File: config.mk
export PLATFORM = sky130hd
export DESIGN_NAME = loteria_n
export DESIGN_NICKNAME = d
export VERILOG_FILES = /design/src/rtl/loteria_n.sv
export SDC_FILE = /design/constraint.sdc
export NUM_CORES = 1
export LEC_CHECK = 0
export BUFFER_PORTS_ARGS = -buffer_cell sky130_fd_sc_hd__buf_2
export CORE_MARGIN = 2
export CORE_UTILIZATION = 40
export CTS_BUF_LIST = sky130_fd_sc_hd__clkbuf_4 sky130_fd_sc_hd__clkbuf_8
export CTS_CLUSTER_DIAMETER = 100
export DETAILED_ROUTE_END_ITERATION = 10
export GPL_ROUTABILITY_DRIVEN = 0
export SYNTH_ARGS = -nofsm -noshare
export SYNTH_HDL_FRONTEND = slang
export SYNTH_SLANG_ARGS = --single-unit
File: constraint.sdc
create_clock -name clock -period 6.5 [get_ports clock]
set_clock_uncertainty 0.15 [all_clocks]
set_input_delay 1.3 -clock clock [delete_from_list [all_inputs] [get_ports clock]]
set_output_delay 1.3 -clock clock [all_outputs]
set_load 0.05 [all_outputs]
File: src/rtl/loteria_n.sv
// Lottery draw/bet scorer: loads a BET_LEN-number draw, then evaluates
// round-robin player bets, accumulating saturating scores until end of game.
module loteria_n #(
  parameter int unsigned NUM_W     = 4,
  parameter int unsigned BET_LEN   = 5,
  parameter int unsigned N_PLAYERS = 2,
  parameter int unsigned SCORE_W   = 5,
  localparam int unsigned PL_W     = (N_PLAYERS > 2) ? $clog2(N_PLAYERS) : 1
) (
  input  logic                          clock,
  input  logic                          reset,
  input  logic [NUM_W-1:0]              numero,
  input  logic                          carrega,
  input  logic                          insere,
  input  logic                          fim,
  input  logic                          fim_jogo,
  output logic [1:0]                    premio,
  output logic                          premio_valido,
  output logic [PL_W-1:0]               jogador,
  output logic [N_PLAYERS*SCORE_W-1:0]  pontos,
  output logic                          fim_saida,
  output logic [PL_W-1:0]               vencedor
);

  localparam int unsigned IDX_W = $clog2(BET_LEN + 1);
  localparam int unsigned SUM_W = SCORE_W + 4;

  typedef enum logic [1:0] {CARGA, APOSTA, AVALIA, FIM} state_t;

  state_t             state, next_state;
  logic [NUM_W-1:0]   draw [BET_LEN];
  logic [BET_LEN-1:0] hit;
  logic [IDX_W-1:0]   lidx, bidx;
  logic [PL_W-1:0]    cur;

  logic [1:0]         prize_c;
  logic [IDX_W-1:0]   n_hits_c;
  logic               run3_c;
  logic [3:0]         inc_c;
  logic [SCORE_W-1:0] cur_score_c;
  logic [SUM_W-1:0]   sum_c;
  logic [SCORE_W-1:0] sat_c;
  logic [SCORE_W-1:0] best_score_c;
  logic [PL_W-1:0]    best_idx_c;

  // State register
  always_ff @(posedge clock) begin
    if (reset) state <= CARGA;
    else       state <= next_state;
  end

  // Next-state logic; fim_jogo outranks fim while betting
  always_comb begin
    next_state = state;
    case (state)
      CARGA:   if (carrega && lidx == IDX_W'(BET_LEN - 1)) next_state = APOSTA;
      APOSTA:  if (fim_jogo) next_state = FIM;
               else if (fim) next_state = AVALIA;
      AVALIA:  next_state = APOSTA;
      FIM:     next_state = FIM;
      default: next_state = CARGA;
    endcase
  end

  // Prize classification of the current hit vector
  always_comb begin
    n_hits_c = '0;
    run3_c   = 1'b0;
    for (int i = 0; i < int'(BET_LEN); i++)
      n_hits_c = n_hits_c + IDX_W'(hit[i]);
    for (int i = 0; i + 2 < int'(BET_LEN); i++)
      if (hit[i] && hit[i+1] && hit[i+2]) run3_c = 1'b1;
    if (&hit)                         prize_c = 2'd3;
    else if (run3_c)                  prize_c = 2'd2;
    else if (n_hits_c >= IDX_W'(2))   prize_c = 2'd1;
    else                              prize_c = 2'd0;
  end

  // Saturating score update for the current player
  always_comb begin
    case (prize_c)
      2'd3:    inc_c = 4'd8;
      2'd2:    inc_c = 4'd4;
      2'd1:    inc_c = 4'd1;
      default: inc_c = 4'd0;
    endcase
    cur_score_c = pontos[cur*SCORE_W +: SCORE_W];
    sum_c       = SUM_W'(cur_score_c) + SUM_W'(inc_c);
    if (sum_c > SUM_W'({SCORE_W{1'b1}})) sat_c = {SCORE_W{1'b1}};
    else                                 sat_c = sum_c[SCORE_W-1:0];
  end

  // Highest score, lowest index on ties
  always_comb begin
    best_idx_c   = '0;
    best_score_c = pontos[SCORE_W-1:0];
    for (int i = 1; i < int'(N_PLAYERS); i++) begin
      if (pontos[i*SCORE_W +: SCORE_W] > best_score_c) begin
        best_score_c = pontos[i*SCORE_W +: SCORE_W];
        best_idx_c   = PL_W'(i);
      end
    end
  end

  // Datapath and registered outputs
  always_ff @(posedge clock) begin
    if (reset) begin
      for (int i = 0; i < int'(BET_LEN); i++) draw[i] <= '0;
      hit           <= '0;
      lidx          <= '0;
      bidx          <= '0;
      cur           <= '0;
      pontos        <= '0;
      premio        <= '0;
      premio_valido <= 1'b0;
      jogador       <= '0;
      fim_saida     <= 1'b0;
      vencedor      <= '0;
    end else begin
      premio_valido <= 1'b0;
      case (state)
        CARGA: begin
          if (carrega) begin
            draw[lidx] <= numero;
            lidx       <= lidx + IDX_W'(1);
          end
        end
        APOSTA: begin
          if (insere && bidx < IDX_W'(BET_LEN)) begin
            hit[bidx] <= (numero == draw[bidx]);
            bidx      <= bidx + IDX_W'(1);
          end
          if (fim_jogo) begin
            fim_saida <= 1'b1;
            vencedor  <= best_idx_c;
          end
        end
        AVALIA: begin
          premio                         <= prize_c;
          jogador                        <= cur;
          pontos[cur*SCORE_W +: SCORE_W] <= sat_c;
          premio_valido                  <= 1'b1;
          cur  <= (cur == PL_W'(N_PLAYERS - 1)) ? '0 : cur + PL_W'(1);
          hit  <= '0;
          bidx <= '0;
          // An insert on the exit edge opens the next player's bet
          if (insere) begin
            hit[0] <= (numero == draw[0]);
            bidx   <= IDX_W'(1);
          end
        end
        default: ;
      endcase
    end
  end

endmodule

# Yosys cells after proc, flatten, opt, wreduce, memory -nomap -nowiden
# Memories as Yosys holds them, arrays and structs flattened. A register that Yosys moved wholly into a read port is not among the register bits.
# Index checks and enable logic that the tools add are counted.
[word_totals]
reg_bits = 30
ramBits = 20
input_bits = 10
out_inout_bits = 16
n_memories = 1
[memory_table]
columns = ["memory", "depth", "width", "read_ports", "rd_clocked_by_memory_dff", "write_ports", "line_no", "rtl"]
rows = [
  ["draw", 5, 4, 2, 1, 5, "31", "logic [NUM_W-1:0] draw [BET_LEN];"],
]
[classes]
n_addsub = 9
mul = 1
n_lt_le_gt_ge = 6
eq_ne = 12
n_shift = 3
mux = 36
reduce_logical = 17
[op_table]
columns = ["operator", "n"]
rows = [
  ["$neg 4->34", 1],
  ["$shift 5x34->10 const A", 1],
  ["$shiftx 5x34->10", 1],
  ["$mux 1", 17],
  ["$mux 3", 4],
  ["$pmux 4 s3", 1],
  ["$bwmux 10", 1],
  ["$mux 2", 5],
  ["$mux 5", 2],
  ["$pmux 5 s2", 1],
  ["$shiftx 10x5->5", 1],
  ["$logic_and 1x1->1", 9],
  ["$eq 2x2->1 const B", 4],
  ["$eq 4x4->1", 2],
  ["$pmux 2 s4", 1],
  ["$reduce_and 2->1", 4],
  ["$add 3x1->3", 2],
  ["$add 3x1->3 const B", 2],
  ["$add 5x4->6", 1],
  ["$gt 6x5->1 const B", 1],
  ["$pmux 3 s2", 1],
  ["$bwmux 5", 1],
  ["$gt 5x5->1", 1],
  ["$reduce_and 5->1", 1],
  ["17 further kinds", 19],
]

# Longest topological paths before layout
[logic_depth]
depth_word = 15
depth_mapped = 11

# Worst setup path before layout
# No wires, ideal clock.
[synth_timing]
kind = "input port to flip-flop"
from = "input port carrega"
to = "memory draw[5][0], enable pin"
arrival_ps = 2211
required_ps = 5973
slack_ps = 3762
stages = 3
n_path_buf = 0
cell_sequence = "nor3b_2 > nand2_1 > nor4_1"
[synth_rtl]
columns = ["element", "line_no", "rtl"]
rows = [
  ["from (decl)", "13", "input logic carrega,"],
  ["to (decl)", "31", ""],
]

# Worst setup path after layout
[layout_timing]
from = "register hit[1]"
to = "register pontos[9]"
[layout_between]
elab_chain_cells = 15
word_cells_on_any_way = 25
classes_between = "add/sub: 5; order compare: 2; eq/ne: 3; shift: 1; mux: 9; reduce/logical: 5"
[layout_rtl]
columns = ["element", "line_no", "rtl"]
rows = [
  ["from (decl)", "32", "logic [BET_LEN-1:0] hit;"],
  ["from (signal, indexed assignment)", "130", "hit[bidx] <= (numero == draw[bidx]);"],
  ["$add 1x1->2", "70", "n_hits_c = n_hits_c + IDX_W'(hit[i]);"],
  ["$add 2x1->3", "70", ""],
  ["$add 3x1->3 (2 in a row)", "70", ""],
  ["$ge 3x2->1", "75", "else if (n_hits_c >= IDX_W'(2)) prize_c = 2'd1;"],
  ["$mux 1", "75", ""],
  ["$mux 2", "74", "else if (run3_c) prize_c = 2'd2;"],
  ["$mux 2 *", "73", "if (&hit) prize_c = 2'd3;"],
  ["$eq 2x1->1 / $eq 2x2->1 (equally long branches)", "81", "case (prize_c)"],
  ["$pmux 4 s3 *", "81", ""],
  ["$add 5x4->6 *", "88", "sum_c = SUM_W'(cur_score_c) + SUM_W'(inc_c);"],
  ["$gt 6x5->1", "89", "if (sum_c > SUM_W'({SCORE_W{1'b1}})) sat_c = {SCORE_W{1'b1}};"],
  ["$mux 5 *", "89", ""],
  ["$shiftx 5x34->10 *", "141", "pontos[cur*SCORE_W +: SCORE_W] <= sat_c;"],
  ["$bwmux 10 *", "141", ""],
  ["to (signal, indexed assignment)", "141", ""],
  ["to (decl)", "20", "output logic [N_PLAYERS*SCORE_W-1:0] pontos,"],
]
# Mark *: on every way between the ends. The rest lies on a longest branch, timed or not.
# A chain may end at the register's enable or synchronous reset.

==> impl_results.md <==
- Status: completed
- Finished Cell Area: 3640 sq um
- Drc violations: 0
- Inserted Clock Buffers: 9
- Initial Util: 40.7%
- Synth unique cells: ~50
- CTS root buf: clkbuf_8
- CTS tree: built
- Sum Neg Setup Slack: 0 ps
- Cell chain of the critical path: fa_1 > ha_1 > nand2_1 > a21boi_0 > ha_1 > ha_1 > a21oi_1 > nor2b_1 > mux2i_1 > nor2_1 > a211oi_1
- Critical Path AT: 2980 ps
- Global Route Usage Sum: 15.8%
- Pre-CTS WS: 3410 ps
- Initial antenna violation count: 0
- CTS max path bufs: 2
- Commonest non-fill, non-tap cell in the layout: nor2_1
- CP max stage cell: fa_1
- H-Tree Depth: 3
- Synth warn: 0
- Grt total ovfl: 0
- Power per cell area: between 200 and 250 nW/um^2
- Worst path max stage delay: around 450 ps
- Crit path buffers/inverters: 0
- ANT nets after route: 0
- FMAX: around 0.35 GHz
- Max VDD drop: between 0.00015 and 0.0002 V
- Sink Count: between 60 and 70
- Worst setup path startpoint: hit[1]
- Via count of the routed design: 2267
- Nets@finish: 357
- Post_cts resized: 0
- Die height: approximately 95 um
- Worst setup margin: 3620 ps
- CP max FO: 4
- Worst-Margin Slew: slightly below 800 ps
- Final period utilization: 44.3%
- # Post-CTS Setup Buffers: 0
- Detailed Routing Iterations Pass 1: 4
- GR peak layer: met1
- Initial DRC count: 84
- Gate Count Post-Synth: 310
- Final setup fails: 0
- Main synth FF type: dfxtp_1
- HP Start: fim_saida
- Synthesis-stage register bit count: 65
- Detailed-route wire length: 6510 um
- Final slew viol count: 0
- Die area: 8970 sq um
- Post-placement cell area: 3460 sq um
- Crit path required time: 6600 ps
- Die span in x: 94.7 um
- LEAKAGE: 1.33 nW
- Fin util: 45.0%
- ANT cells: 0
- Post-CTS Hold Buffers: 0
- Clock slew at reported path FFs: about 80 ps
- PortBufs: 25
- Met1 Resource Use GR: between 20% and 30%
- IO Pins: 26
- R2r setup slk: approximately 3600 ps
- Post-synth top area cell: edfxtp_1
- Row Count: 33
- Met3 usage: 3.75%
- Core area: just over 8000 sq um
- HPWL Detailed: 4530 um
- EDFF count, synth: 32
- Post-synth top area share: between 20% and 30%
- First-pass GRT wire length: 10700 um
- Critical path class: flip-flop to flip-flop
- MaxCap Viol Count: 0
- Vias per inst: approximately 5
- Area growth syn-to-layout: 10.7%
- Mapped Nets: 335
- Avg WL per Cell: 14.7 um
- Synthesized area per cell: 10.6 sq um
- Synth top area cells: edfxtp_1, dfxtp_1, ha_1, nor2_1, mux2i_1
- Most frequent cells in the layout: nor2_1, dfxtp_1, edfxtp_1
- Post-synthesis sequential area ratio: 49.3%
- Crit path launch type: flip-flop
- Origin of the critical flop-to-flop path: hit[1]
- Unrepaired setup endpoints after global routing: no
- Delay-heaviest family, CP: adder cells
- Clock Latency Late Sink: 330 ps
- Asr flop ratio synth: 0%
- Crit path time final: 2880 ps
- Slew margin rel.: a little under half
- Crit end category: flip-flop
- Cell Area, Synth: 3290 sq um
- Largest net degree at the start of global routing: 44
- HP Class: flip-flop to flip-flop
- Met2 global-route usage: 22.6%
- Cell repeated most along the worst path: ha_1
- Number of global-route vias before repair: roughly 2100
- Layout cells sized above 1: between 10% and 20%
- Final count of hold timing violations: 0
-- power breakdown --
| part | leakage, nW | internal, W | total (W) | switching (W) |
|---|---|---|---|---|
| Combinational | 0.660 | 0.0000167 | 0.0000434 | 0.0000267 |
| Sequential | 0.582 | 0.000438 | 0.000445 | 0.00000715 |
| Clock | 0.0858 | 0.000141 | 0.000305 | 0.000164 |
-- state kept, by name, summed over array words and instances, names as in the netlist, 2 cells and up, named ones only --
signal  cells
draw       32
pontos     10
hit         5
bidx        3
lidx        3
premio      2
state       2
-- tightest hold or removal path: stages (launching register included) --
cell and delay (ps):
dfxtp_1 330, a21oi_1 40, nor2_1 70
-- worst paths after layout --
path	end	cells past startpoint
worst min register to register	fim_saida	2
worst max-delay path	pontos[9]	11
worst min-delay path	fim_saida	2
worst max register to register	pontos[9]	11
-- cell families (layout without fill, tap and decap cells) --
family	Yosys count	in the layout	share of synthesized area, %
AND/OR/NAND/NOR	130	130	20.8
flip-flops	65	65	49.3
AO/OA/AOI/OAI	45	45	9.09
buffers and inverters	22	49	3.46
multiplexers	21	21	8.25
adder cells (fa/ha/maj)	15	15	5.93
XOR/XNOR	12	12	3.19
-- stage by stage --
stage	power [W]	hold slack [ps]	std cells
6_report	0.000794	330	442
3_3_place_gp	0.000498	303	426
2_1_floorplan	0.000482	315	310
4_1_cts	0.000801	335	442
3_5_place_dp	0.000498	311	426
5_1_grt	0.000829	365	442
-- metal layers --
metal  share of wire [%]  routed length, um  vias to the layer above
li1                    -                  -                     1157
met1                  52               3390                     1054
met2                  43               2810                       47
met3                 3.3                217                        9
met4                 1.4                 91                        0
met5                   0                  0                        -
-- Yosys cell counts, drive strengths merged, types with 8 or more instances --
cell,number
and2,22
nand2,16
mux2i,14
edfxtp,32
dfxtp,33
o21ai,8
a211oi,8
inv,8
ha,14
nand3,9
a21oi,12
clkbuf,8
nor2,43
-- cell type report --
| class | count | area [sq um] |
|---|---|---|
| clock buffers | 9 | 124 |
| flip-flops and latches | 65 | 1620 |
| fillers | 815 | 4450 |
| repair buffers | 25 | 125 |
| inverters | 8 | 30.0 |
| clock inverters | 7 | 55.1 |
| multi-input cells | 223 | 1560 |
| well taps | 105 | 131 |
Power figures use the tool's default switching activity.
